`src/rtl/tx_frame_scheduler.sv`:
```
// Round-robin frame scheduler for three requesters feeding a byte-wide uart_tx.
// Frame = 4 magic bytes, payload, CRC-16 (poly 0x8005, init FFFF) over the payload.
module tx_frame_scheduler #(
    parameter logic [31:0] MAGIC0     = 32'h1CEB00DA,
    parameter logic [31:0] MAGIC1     = 32'hD0D0D0D0,
    parameter logic [31:0] MAGIC2     = 32'hBAADA555,
    parameter int          MAX_LEN    = 24,
    parameter int          GAP_CYCLES = 16
) (
    input  logic       CLK,
    input  logic       reset,
    input  logic [2:0] req,
    input  logic [4:0] len0,
    input  logic [4:0] len1,
    input  logic [4:0] len2,
    input  logic [7:0] byte_data0,
    input  logic [7:0] byte_data1,
    input  logic [7:0] byte_data2,
    output logic [4:0] byte_addr,
    output logic [2:0] grant,
    output logic [2:0] done,
    output logic [2:0] len_err,
    output logic       tx_transmit,
    output logic [7:0] tx_data,
    input  logic       tx_done,
    output logic       busy
);

    typedef enum logic [2:0] {
        IDLE,
        MAGIC,
        PAYLOAD,
        CRC_HI,
        CRC_LO,
        GAP
    } state_t;

    state_t      state;
    logic [1:0]  ptr;
    logic [1:0]  owner;
    logic [1:0]  win;
    logic        win_ok;
    logic [4:0]  win_len;
    logic [4:0]  len_q;
    logic [15:0] crc;
    logic        pend;
    logic [1:0]  mcnt;
    logic [31:0] gcnt;
    logic [7:0]  cur_byte;
    logic [31:0] magic;
    logic [7:0]  mbyte;
    int          idx;

    function automatic logic [15:0] crc_step(input logic [15:0] c,
                                             input logic [7:0]  d);
        logic [15:0] r;
        r = c;
        for (int i = 7; i >= 0; i--) begin
            if (r[15] ^ d[i]) r = {r[14:0], 1'b0} ^ 16'h8005;
            else              r = {r[14:0], 1'b0};
        end
        return r;
    endfunction

    // Scan from ptr upward; the nearest asserted request wins.
    always_comb begin
        win    = 2'd0;
        win_ok = 1'b0;
        idx    = 0;
        for (int i = 2; i >= 0; i--) begin
            idx = int'(ptr) + i;
            if (idx >= 3) idx = idx - 3;
            if (req[idx]) begin
                win    = 2'(idx);
                win_ok = 1'b1;
            end
        end
    end

    always_comb begin
        unique case (win)
            2'd0:    win_len = len0;
            2'd1:    win_len = len1;
            default: win_len = len2;
        endcase
    end

    always_comb begin
        unique case (owner)
            2'd0: begin
                cur_byte = byte_data0;
                magic    = MAGIC0;
            end
            2'd1: begin
                cur_byte = byte_data1;
                magic    = MAGIC1;
            end
            default: begin
                cur_byte = byte_data2;
                magic    = MAGIC2;
            end
        endcase
    end

    always_comb begin
        unique case (mcnt)
            2'd0:    mbyte = magic[31:24];
            2'd1:    mbyte = magic[23:16];
            2'd2:    mbyte = magic[15:8];
            default: mbyte = magic[7:0];
        endcase
    end

    assign busy = (state != IDLE);

    always_ff @(posedge CLK) begin
        if (reset) begin
            state       <= IDLE;
            grant       <= '0;
            done        <= '0;
            len_err     <= '0;
            tx_transmit <= 1'b0;
            tx_data     <= '0;
            byte_addr   <= '0;
            crc         <= 16'hFFFF;
            ptr         <= '0;
            owner       <= '0;
            len_q       <= '0;
            pend        <= 1'b0;
            mcnt        <= '0;
            gcnt        <= '0;
        end else begin
            done        <= '0;
            len_err     <= '0;
            tx_transmit <= 1'b0;
            unique case (state)
                IDLE: begin
                    if (win_ok) begin
                        ptr   <= (win == 2'd2) ? 2'd0 : win + 2'd1;
                        owner <= win;
                        len_q <= win_len;
                        crc   <= 16'hFFFF;
                        if (int'(win_len) > MAX_LEN) begin
                            len_err <= 3'b001 << win;
                        end else begin
                            grant <= 3'b001 << win;
                            mcnt  <= '0;
                            pend  <= 1'b0;
                            state <= MAGIC;
                        end
                    end
                end
                // Each byte state: strobe when idle, advance on the matching tx_done.
                MAGIC: begin
                    if (!pend) begin
                        tx_transmit <= 1'b1;
                        tx_data     <= mbyte;
                        pend        <= 1'b1;
                    end else if (tx_done) begin
                        pend <= 1'b0;
                        mcnt <= mcnt + 2'd1;
                        if (mcnt == 2'd3)
                            state <= (len_q == '0) ? CRC_HI : PAYLOAD;
                    end
                end
                PAYLOAD: begin
                    if (!pend) begin
                        tx_transmit <= 1'b1;
                        tx_data     <= cur_byte;
                        crc         <= crc_step(crc, cur_byte);
                        pend        <= 1'b1;
                    end else if (tx_done) begin
                        pend <= 1'b0;
                        if (byte_addr == len_q - 5'd1) begin
                            byte_addr <= '0;
                            state     <= CRC_HI;
                        end else begin
                            byte_addr <= byte_addr + 5'd1;
                        end
                    end
                end
                CRC_HI: begin
                    if (!pend) begin
                        tx_transmit <= 1'b1;
                        tx_data     <= crc[15:8];
                        pend        <= 1'b1;
                    end else if (tx_done) begin
                        pend  <= 1'b0;
                        state <= CRC_LO;
                    end
                end
                CRC_LO: begin
                    if (!pend) begin
                        tx_transmit <= 1'b1;
                        tx_data     <= crc[7:0];
                        pend        <= 1'b1;
                    end else if (tx_done) begin
                        pend  <= 1'b0;
                        done  <= grant;
                        grant <= '0;
                        gcnt  <= '0;
                        state <= GAP;
                    end
                end
                GAP: begin
                    if (gcnt + 32'd1 >= 32'(GAP_CYCLES)) state <= IDLE;
                    else                                 gcnt  <= gcnt + 32'd1;
                end
                default: state <= IDLE;
            endcase
        end
    end

endmodule
```
`config.mk`:
```
export PLATFORM = sky130hd
export DESIGN_NAME = tx_frame_scheduler
export DESIGN_NICKNAME = d
export VERILOG_FILES = /design/src/rtl/tx_frame_scheduler.sv
export SDC_FILE = /design/constraint.sdc
export NUM_CORES = 1
export LEC_CHECK = 0
export CAP_MARGIN = 0
export CORE_MARGIN = 1
export CORE_UTILIZATION = 25
export DETAILED_ROUTE_END_ITERATION = 7
export PLACE_DENSITY = 0.46
export SYNTH_ARGS = -nofsm -noshare
export SYNTH_HDL_FRONTEND = slang
export SYNTH_SLANG_ARGS = --single-unit
```
`constraint.sdc`:
```
create_clock -name CLK -period 3.75 [get_ports CLK]
set_input_delay 0.375 -clock CLK [delete_from_list [all_inputs] [get_ports CLK]]
set_output_delay 0.375 -clock CLK [all_outputs]
set_load 0.01 [all_outputs]
```
# After elaboration in Yosys (flattened, before gate mapping)
# Index checks and enable logic that the tools add are counted.
# Widths: inputs -> output; s select.
# totals
mem_bits_rw	0
mem_bits_ro	0
n_memories	0
ff_bits	86
latch_bits	0
out_inout_bits	24
# op_classes
reduce_logical	25
shift	1
eq_ne	30
addsub	10
multipliers	0
bitwise_logic	23
order_cmp	8
div	0
muxes	96
# ops
cell	n
$mux 16	31
$mux 32	6
$pmux 32 s2	2
$lt 32x4->1 const B	3
$mux 3	17
$ne 2x2->1 const B	18
$add 32x1->32 const B	1
$ge 32x5->1 const B	1
$mux 8	4
$pmux 16 s2	1
$pmux 8 s4	1
$not 3->3	8
$pmux 8 s3	1
$pmux 3 s6	1
$mux 2	8
$pmux 8 s2	1
$mux 1	15
$reduce_and 5->1	3
$reduce_and 13->1	1
$reduce_or 4->1	3
$pmux 5 s2	1
$reduce_bool 2->1	5
$reduce_and 3->1	3
$sub 3x2->4 const B	2
31 further kinds	56

# Logic depth before layout (Yosys ltp)
# Gate-level depths: netlist of the first run.
# logic_depth
word_depth	41
mapped_depth	13

# Worst setup path before layout of the first run
# No wires, ideal clock.
# synth_path
path_type	reg2reg
startpoint	register ptr[0]
endpoint	register grant[2]
arrival_time_ns	2.873
t_required_ns	3.679
period_less_slack_ns	2.943
stages_incl_launch_ff	11
setup_time_ns	0.071
setup_slack_ns	0.807
cell_sequence	dfxtp_1 > inv_1 > ha_1 > and2_1 > o31ai_1 > o211a_1 > o311ai_0 > nor4b_1 > o31ai_1 > or3_1 > a21oi_1
# synth_via
elab_chain_len	14
elab_cells_between_ends	37
# synth_lines
element	line	source
start: declaration	39	logic [1:0] ptr;
start signal: assignment	139	ptr <= (win == 2'd2) ? 2'd0 : win + 2'd1;
$add 2x2->3	71	idx = int'(ptr) + i;
$sub 3x2->4 or $ge 3x2->1 (tied branches)	72	if (idx >= 3) idx = idx - 3;
$mux 32	72	
$bmux 1 s2	73	if (req[idx]) begin
$mux 1 (not written as such) (2 in a row)	73	
$mux 2 (3 in a row)	73	
$eq 2x1->1 or $logic_not 2->1 (tied branches)	81	unique case (win)
$pmux 5 s2	81	
$gt 5x5->1	143	if (int'(win_len) > MAX_LEN) begin
$ne 2x2->1 (no line)	n/a	
$reduce_and 5->1 (no line)	n/a	
end signal: assignment	146	grant <= 3'b001 << win;
end: declaration	20	output logic [2:0] grant,
# Several ways; a longest one is shown, not always the timed one. The select of a mux whose other input is x is not followed.
# A chain may end at the register's enable or synchronous reset.

# Worst setup path in the final report of the first run
# layout_path
startpoint	register ptr[0]
endpoint	register grant[0]
# The elaborated chain is that of the path after synthesis.

==> out/metrics.cfg, run 1 <==
[outcome]
outcome = finished, final reports clean

[yosys]
yosys_warnings = 0
netlist_instances = 613
async_flop_share_pct = 0
synth_top_area_cell = dfxtp_1
synth_edf_count = 0
ys_seq_elements = 86
syn_avg_cell_area_um2 = 8.08
synth_flop_cell = dfxtp_1
yosysSeqAreaShare_pct = 34.7
ys_top_cells_by_area = dfxtp_1, xnor2_1, nor2_1
syn_nets = 668
synth_top_area_share_pct = 34.7
ys_types = 62
syn_area_um2 = 4950

[global_route]
grt_pass1_vias = 4265
grt.total_usage_pct = 13.5
antenna_found_initial = 0
grt-ovfl-total = 0
grt_max_degree = 41
grt_first_pass_wirelength_um = 21600

[critical_path]
r2r_start = ptr[0]$_SDFFE_PP0P_
worst-path-max-fanout = 7
slowest_stage = nor4b_2
crit_chain = inv_1, ha_1, and2_1, o31ai_1, o211a_1, o311ai_0, nor4b_2, o31ai_1, or3_1, a21oi_1
start_kind = register
max_stage_delay_ns = 0.52
path_class = reg -> reg
arrival_ns = 3.61
end_kind = register
reg2reg_to = grant[0]$_SDFFE_PP0P_
cpMostUsedCell = o31ai_1
rr_worst_depth = 10
rrSetupSlack_ns = 0.41
cp.required_ns = 4.03

[route]
met3WireLength_um = 401
dr.max_layer_used = met4
antenna_left = 0
vias_per_cell = 4.85
wl_met2_um = 6540
wl_met1_um = 6380
routedWlPerCell_um = 14.3
initialDrtViolationCount = 239
post-route-drc-count = 0
route.vias.total = 4577
wl_um = 13500
first_pass_iters = 5

[die]
die_x_um = 143
io-pin-count = 69
initial_core_util_pct = 25.5
die_y_um = 143
core_area_um2 = 19500
row_count = 51
dieArea_um2 = 20400

[cts]
clock_latency_ns = 0.35
ctsHoldBuffers = 0
htree_levels = 3
clockRootBuffer = clkbuf_16
cts_max_path_buffers = 2
cts_sinks = 86
clkTransAtPathRegs_ns = 0.06
cts_buffers = 9
cts_tree = done

[worst_hold_path]
hp-start = reset
holdPathEnd = ptr[0]$_SDFFE_PP0P_
hold_class = in -> reg
worstHoldPathCells = 2

[timing]
hold_violations = 0
rsz0062_at_grt = false
setup_viol = 0
timing.fmax_ghz = 0.300
fin_setup_tns_ns = 0
slew_viol_final = 0
finalCriticalPeriod_ns = 3.34
worstMarginPinSlew_ns = 0.673
fin_skew_ns = 0.00751
relSlewSlack_pct = 55.0
fin_crit_sh_pct = 89.0
whs_ns = 0.452

[cells_and_area]
final_core_util_pct = 32.2
area_delta_synth_final_pct = 26.4
layout.nets = 729
drive_gt1_share_pct = 6.04
diodes = 0
finalInstanceArea_um2 = 6260

[power]
ir_worst_vdd_v = 0.000274
p_per_area_nw_per_um2 = 596
p_leak_nw = 2.23

[place]
finalWeightedCongestion = 0.799
place_area_um2 = 5940
portBuffers = 68
hpwl_um = 10000

[flow_run]
drv_cap = 0

per-stage QoR:
step / setup WS, ns / std cells / total power, mW
global placement: 0.302 / 928 / 2.82
global route: 0.139 / 944 / 3.98
detailed placement: 0.179 / 928 / 2.84
CTS: 0.166 / 944 / 3.77
floorplan: 0.807 / 613 / 2.32
finish: 0.414 / 944 / 3.73
synthesized netlist by cell type (4+ instances only):
cell	count
a211o_1	4
a211oi_1	8
a21oi_1	30
a22oi_1	5
a31oi_1	6
and2_1	29
and3_1	7
and4_1	4
clkbuf_1	26
dfxtp_1	86
ha_1	10
inv_1	23
mux2i_1	11
nand2_1	49
nand2b_1	13
nand3_1	15
nand4_1	9
nor2_1	67
nor3_1	27
nor3b_1	8
nor4_1	5
o2111ai_1	6
o211ai_1	8
o21ai_0	25
o21bai_1	9
o22ai_1	9
o31ai_1	4
or3_1	6
xnor2_1	29
xor2_1	14
routing by layer:
layer  up-vias  GRT usage [%]
met5         -              0
met4         0           4.36
met3        14           3.12
met2        78           22.9
met1      2160           16.9
li1       2325              -
flip-flops by register name, indices dropped and copies added, names as in the netlist:
signal,flops
gcnt,32
ptr,2
owner,2
pend,1
byte_addr,5
len_q,5
tx_transmit,1
state,3
len_err,3
mcnt,2
done,3
tx_data,8
crc,16
grant,3
cell type report:
| type | count | area (µm²) |
|---|---|---|
| fill | 2080 | 13200 |
| tap | 265 | 332 |
| clock buffer | 14 | 294 |
| timing repair buffer | 83 | 788 |
| clock inverter | 2 | 12.5 |
| multi-input combinational | 471 | 3030 |
| sequential | 86 | 1720 |
| inverter | 23 | 86.3 |
worst max path at each step:
stage | depth (start not counted) | end | from | slack, ns
CTS | 10 | grant[0]$_SDFFE_PP0P_ | ptr[0]$_SDFFE_PP0P_ | 0.17
global placement | 10 | grant[1]$_SDFFE_PP0P_ | ptr[0]$_SDFFE_PP0P_ | 0.30
finish | 10 | grant[0]$_SDFFE_PP0P_ | ptr[0]$_SDFFE_PP0P_ | 0.41
floorplan | 10 | grant[2]$_SDFFE_PP0P_ | ptr[0]$_SDFFE_PP0P_ | 0.81
global route | 10 | grant[2]$_SDFFE_PP0P_ | ptr[0]$_SDFFE_PP0P_ | 0.14
detailed placement | 10 | grant[0]$_SDFFE_PP0P_ | ptr[0]$_SDFFE_PP0P_ | 0.18
cells by family after synthesis:
family	synth area share [%]
and+or+nand+nor	26.9
AOI/OAI and AO/OA	20.7
DFF	34.7
buffers and inverters	4.60
xor gates and xnor gates	8.06
muxes	2.45
adders and majority gates	2.53
layout by cell type (no fill, tap or decap), types with 4 or more instances in the layout:
master	count
dfxtp_1	86
nor2_1	67
clkdlybuf4s50_1	67
nand2_1	49
a21oi_1	30
xnor2_1	29
and2_1	29
nor3_1	27
o21ai_0	25
inv_1	23
nand3_1	15
buf_4	15
xor2_1	14
nand2b_1	13
mux2i_1	11
ha_1	10
nand4_1	9
o22ai_1	9
o21bai_1	9
clkbuf_16	9
nor3b_1	8
o211ai_1	8
and3_1	7
a211oi_1	7
or3_1	6
o2111ai_1	6
a31oi_1	6
nor4_1	5
a22oi_1	5
clkbuf_8	5
and4_1	4
a211o_1	4
worst max-delay path, delay by kind of cell (launching register included):
kind            cells  cell delay [ns]
fa+ha+maj           1             0.38
compound gates      5             1.42
simple gates        3             1.04
buf+inv             1             0.07
flops               1             0.35
report_power, final:
part	leakage (nW)	total, mW	internal (mW)	switching (mW)
logic	1.38	1.69	0.710	0.980
registers	0.697	1.13	1.03	0.103
clock network	0.151	0.913	0.539	0.374
what timing repair did:
item | CTS | global route
gates resized for setup | 0 | 2
setup endpoints to repair | 0 | 17
buffers inserted | 0 | 0
Note: power is estimated with default switching activity, not from simulation.
==> run 2: changes to the inputs <==
Settings changed: CORE_MARGIN 1 to default.
==> results of run 2 <==
Same layout as run 1: the final DEF is identical, and so are final timing and power.
